`src/rtl/apb_master_ctrl.sv`:
```
// APB master bridge: turns a valid/ready request into APB SETUP/ACCESS transfers
// and returns a one-cycle response carrying read data, slave error and timeout status.
module apb_master_ctrl #(
  parameter int ADDR_W  = 8,
  parameter int DATA_W  = 8,
  parameter int TIMEOUT = 16
) (
  input  logic                clk,
  input  logic                reset,
  input  logic                req_valid,
  output logic                req_ready,
  input  logic                req_write,
  input  logic [ADDR_W-1:0]   req_addr,
  input  logic [DATA_W-1:0]   req_wdata,
  input  logic [DATA_W/8-1:0] req_strb,
  output logic                rsp_valid,
  output logic [DATA_W-1:0]   rsp_rdata,
  output logic                rsp_err,
  output logic                rsp_tmo,
  output logic                psel,
  output logic                penable,
  output logic                pwrite,
  output logic [ADDR_W-1:0]   paddr,
  output logic [DATA_W-1:0]   pwdata,
  output logic [DATA_W/8-1:0] pstrb,
  input  logic [DATA_W-1:0]   prdata,
  input  logic                pready,
  input  logic                pslverr,
  output logic [1:0]          state
);

  localparam int STRB_W = DATA_W / 8;
  localparam int CNT_W  = (TIMEOUT > 1) ? $clog2(TIMEOUT) : 1;
  localparam bit TMO_EN = (TIMEOUT > 0);
  localparam logic [CNT_W-1:0] TMO_LAST = CNT_W'((TIMEOUT > 0) ? TIMEOUT - 1 : 0);

  typedef enum logic [1:0] {
    ST_IDLE   = 2'b00,
    ST_SETUP  = 2'b01,
    ST_ACCESS = 2'b10
  } state_t;

  state_t              r_state;
  logic [CNT_W-1:0]    r_wait_cnt;
  logic                r_psel;
  logic                r_penable;
  logic                r_pwrite;
  logic [ADDR_W-1:0]   r_paddr;
  logic [DATA_W-1:0]   r_pwdata;
  logic [STRB_W-1:0]   r_pstrb;
  logic                r_rsp_valid;
  logic [DATA_W-1:0]   r_rsp_rdata;
  logic                r_rsp_err;
  logic                r_rsp_tmo;

  logic                w_done;
  logic                w_timeout;
  logic                w_ready;
  logic                w_accept;

  // req_ready must see pready in the completion cycle so a follow-on request can
  // be taken without an IDLE gap; it is the only output decoded from live inputs.
  // NOTE: every always_comb output gets a value on every path, so no latch is inferred.
  always_comb begin
    w_done    = (r_state == ST_ACCESS) && pready;
    w_timeout = TMO_EN && (r_state == ST_ACCESS) && !pready && (r_wait_cnt == TMO_LAST);
    w_ready   = (r_state == ST_IDLE) || w_done;
    w_accept  = req_valid && w_ready;
  end

  // NOTE: sequential state uses non-blocking assignments so every register samples
  // pre-edge values, e.g. the response uses the finishing transfer's pwrite while
  // the next request is loaded on the same edge.
  always_ff @(posedge clk) begin
    if (reset) begin
      // NOTE: only control and visible datapath registers need reset; the bridge has no memories.
      r_state     <= ST_IDLE;
      r_wait_cnt  <= '0;
      r_psel      <= 1'b0;
      r_penable   <= 1'b0;
      r_pwrite    <= 1'b0;
      r_paddr     <= '0;
      r_pwdata    <= '0;
      r_pstrb     <= '0;
      r_rsp_valid <= 1'b0;
      r_rsp_rdata <= '0;
      r_rsp_err   <= 1'b0;
      r_rsp_tmo   <= 1'b0;
    end else begin
      r_rsp_valid <= 1'b0;

      if (w_accept) begin
        r_paddr  <= req_addr;
        r_pwrite <= req_write;
        r_pwdata <= req_wdata;
        r_pstrb  <= req_write ? req_strb : '0;
      end

      case (r_state)
        ST_IDLE: begin
          r_psel    <= 1'b0;
          r_penable <= 1'b0;
          if (w_accept) begin
            r_state <= ST_SETUP;
            r_psel  <= 1'b1;
          end
        end

        ST_SETUP: begin
          r_state    <= ST_ACCESS;
          r_penable  <= 1'b1;
          r_wait_cnt <= '0;
        end

        ST_ACCESS: begin
          if (pready) begin
            r_rsp_valid <= 1'b1;
            r_rsp_err   <= pslverr;
            r_rsp_tmo   <= 1'b0;
            r_rsp_rdata <= r_pwrite ? '0 : prdata;
            r_penable   <= 1'b0;
            if (w_accept) begin
              r_state <= ST_SETUP;   // back-to-back: psel stays high
            end else begin
              r_state <= ST_IDLE;
              r_psel  <= 1'b0;
            end
          end else if (w_timeout) begin
            r_state     <= ST_IDLE;
            r_psel      <= 1'b0;
            r_penable   <= 1'b0;
            r_rsp_valid <= 1'b1;
            r_rsp_err   <= 1'b1;
            r_rsp_tmo   <= 1'b1;
            r_rsp_rdata <= '0;
          end else begin
            r_wait_cnt <= r_wait_cnt + CNT_W'(1);
          end
        end

        default: begin
          r_state   <= ST_IDLE;
          r_psel    <= 1'b0;
          r_penable <= 1'b0;
        end
      endcase
    end
  end

  assign req_ready = w_ready;
  assign rsp_valid = r_rsp_valid;
  assign rsp_rdata = r_rsp_rdata;
  assign rsp_err   = r_rsp_err;
  assign rsp_tmo   = r_rsp_tmo;
  assign psel      = r_psel;
  assign penable   = r_penable;
  assign pwrite    = r_pwrite;
  assign paddr     = r_paddr;
  assign pwdata    = r_pwdata;
  assign pstrb     = r_pstrb;
  assign state     = r_state;

endmodule

```
`config.mk`:
```
export PLATFORM = sky130hd
export DESIGN_NAME = apb_master_ctrl
export DESIGN_NICKNAME = d
export VERILOG_FILES = /design/src/rtl/apb_master_ctrl.sv
export SDC_FILE = /design/constraint.sdc
export NUM_CORES = 1
export LEC_CHECK = 0
export CORE_ASPECT_RATIO = 0.75
export CORE_MARGIN = 1
export CORE_UTILIZATION = 25
export CTS_CLUSTER_DIAMETER = 40
export DETAILED_ROUTE_END_ITERATION = 10
export HOLD_SLACK_MARGIN = 0.12
export PLACE_DENSITY = 0.5
export SYNTH_ARGS = -nofsm -noshare
export SYNTH_HDL_FRONTEND = slang
export SYNTH_SLANG_ARGS = --single-unit
```
`constraint.sdc`:
```
create_clock -name clk -period 3.1 [get_ports clk]
set_input_delay 0.62 -clock clk [delete_from_list [all_inputs] [get_ports clk]]
set_output_delay 0.62 -clock clk [all_outputs]
set_load 0.005 [all_outputs]
```
==> flow_summary.yaml <==
outcome:
  status: "finished clean"
synth:
  yosysTopAreaCellShare_pct: 50.4
  synthTopCellsByArea: "dfxtp_1, a21oi_1, nand3_1"
  synth_seq_cells: 37
  synth_largest_area_cell: "dfxtp_1"
  synthTopCellsByCount: "dfxtp_1, a21oi_1, nand3_1"
  synth_fp_nets: 191
  yosys_warnings: 0
  ys_seq_area_share_pct: 50.4
  synth.distinct_cells: 33
  synth_edf_count: 0
  syn_area_sq_um: 1470
  syn-instance-count: 159
  synth.most_common_cell: "dfxtp_1"
  async_reset_ff_share_pct: 0
  ys.flop_type: "dfxtp_1"
  syn_area_per_cell_sq_um: 9.24
clocking:
  cts_resized: 0
  cts_setup_buffers: 0
  insertion_delay_ps: 280
  ctsHoldBuffers: 0
  clockBufferDepth: 2
  htreeDepth: 2
  cts_made_buffers: 5
  clk_pin_slew_worst_paths_ps: 70
  cts_tree: "done"
  cts.sinks: 37
  cts_root_buf: "clkbuf_8"
critical_path:
  worst-setup-path-type: "primary input to primary output"
  worstPathArrival_ps: 1950
  required_ps: 2480
  cp-start-kind: "primary input"
  end_kind: "primary output"
  worstPathMaxFanout: 8
timing:
  hold_violations: 0
  setup_tns_ps: 0
  finClkSkew_ps: 4.07
  worst_pin_slew_ps: 669
  finalSetupViolCount: 0
  clock.fmax_ghz: 0.389
  maxSlewHeadroom_pct: 55.4
  fin_hold_ws_ps: 475
  grt_setup_unrepaired: "false"
  post-route-min-period_ps: 2570
  post-route-period-util_pct: 82.8
  slew_viol_final: 0
hold_path:
  min_path_type: "flop to flop"
floorplan:
  fp.coreArea_sq_um: 5500
  start_util_pct: 26.7
  rows: 23
  die_h_um: 68.4
  ioPinCount: 65
  die_x_um: 90.5
  die-area_sq_um: 6190
routing:
  vias: 1402
  vias_per_cell: 4.72
  drc: 0
  wl_per_cell_um: 13.0
  first_iter_violations: 34
  dr.pass1.iters: 4
  wirelength_um: 3880
  postRouteAntennaNets: 0
final_layout:
  nets: 253
  area_growth_pct: 55.5
  multi_input_area_sq_um: 648
  regArea_sq_um: 741
  drive_above_1_share_pct: 7.21
  diodes: 0
  fillers: 565
grt:
  first_global_vias: 1358
  grt_pass1_wl_um: 6440
  grt_max_degree: 20
  antenna_found_initial: 0
  grt.total_usage_pct: 13.5
  grt_overflow: 0
placement:
  dp_hpwl_um: 2690
  portBuffers: 64
  gp_congestion: 0.721
power:
  power.density_nw_per_um2: 478
  leakagePower_nw: 0.805
  vdd_drop_max_mv: 0.178
job:
  max_cap_viol_count: 0
==> registers in the layout, indices dropped and copies added, names as in the netlist <==
signal and cells:
pwrite 1, psel 1, penable 1, rsp_rdata 8, pstrb 1, rsp_err 1, state 2, rsp_valid 1
paddr 8, pwdata 8, r_wait_cnt 4, rsp_tmo 1
==> routing by layer <==
layer  up-vias  global-route usage, %  wire length (um)
met5         -                      0                 0
met1       653                   18.7              2060
met4         0                   4.84                27
met2        41                   19.4              1570
met3         2                   4.33               217
li1        706                      -                 -
==> final timing paths <==
| kind | start | to | slack [ps] | cells after the start |
|---|---|---|---|---|
| worst min-delay path | psel$_SDFFE_PP0P_ | psel$_SDFFE_PP0P_ | 480 | 2 |
| worst max-delay path | pready | req_ready | 530 | 4 |
| worst min register to register | psel$_SDFFE_PP0P_ | psel$_SDFFE_PP0P_ | 480 | 2 |
| worst max register to register | r_wait_cnt[0]$_SDFFE_PP0P_ | rsp_rdata[7]$_SDFFE_PP0P_ | 1330 | 4 |
==> cells by family (layout without fill, tap and decap cells) <==
kind of cell | after synthesis | in the layout | synth area share (%)
compound gates | 63 | 63 | 25.9
fa+ha+maj | 1 | 1 | 0.852
simple gates | 42 | 42 | 17.4
flops | 37 | 37 | 50.4
buf+inv | 16 | 79 | 5.45
==> critical path: stages <==
cell and delay, ps:
clkdlybuf4s50_1 640, nor2b_1 100, nor2_1 90, clkdlybuf4s50_1 500
==> metrics by stage <==
| step | util [%] | setup WS (ps) | power [mW] | area, sq um | cells |
|---|---|---|---|---|---|
| CTS | 41.6 | 543 | 1.11 | 2280 | 297 |
| detailed placement | 39.4 | 544 | 0.677 | 2170 | 289 |
| global placement | 39.4 | 541 | 0.677 | 2170 | 289 |
| global route | 41.6 | 447 | 1.15 | 2280 | 297 |
| floorplan | - | 1310 | 0.582 | 1470 | 159 |
| finish | 41.6 | 533 | 1.09 | 2280 | 297 |
==> final cells by class <==
type | instances | area share (%)
Clock inverter | 1 | 1.31
Inverter | 2 | 0.329
Sequential cell | 37 | 32.4
Clock buffer | 7 | 3.78
Timing Repair Buffer | 69 | 29.7
Tap cell | 75 | 4.11
Multi-Input combinational cell | 106 | 28.4
==> placed cells by master (no fill, tap or decap), drive strengths merged, types with 2 or more instances in the layout <==
| cell | netlist | layout |
|---|---|---|
| nor2b | 2 | 2 |
| clkdlybuf4s50 | 0 | 64 |
| o21ai | 19 | 19 |
| a211oi | 3 | 3 |
| a22o | 8 | 8 |
| a21oi | 24 | 24 |
| nand3 | 20 | 20 |
| clkbuf | 5 | 7 |
| and2b | 2 | 2 |
| nor2 | 4 | 4 |
| buf | 9 | 5 |
| o211ai | 2 | 2 |
| dfxtp | 37 | 37 |
| inv | 2 | 2 |
| a31o | 2 | 2 |
| nand2b | 4 | 4 |
| nor3 | 2 | 2 |
==> report_power, final <==
part | internal, mW | switching [mW]
clock network | 0.262 | 0.166
registers | 0.496 | 0.0134
logic | 0.0937 | 0.0615
total | 0.852 | 0.241
Note: power is estimated with default switching activity, not from simulation.
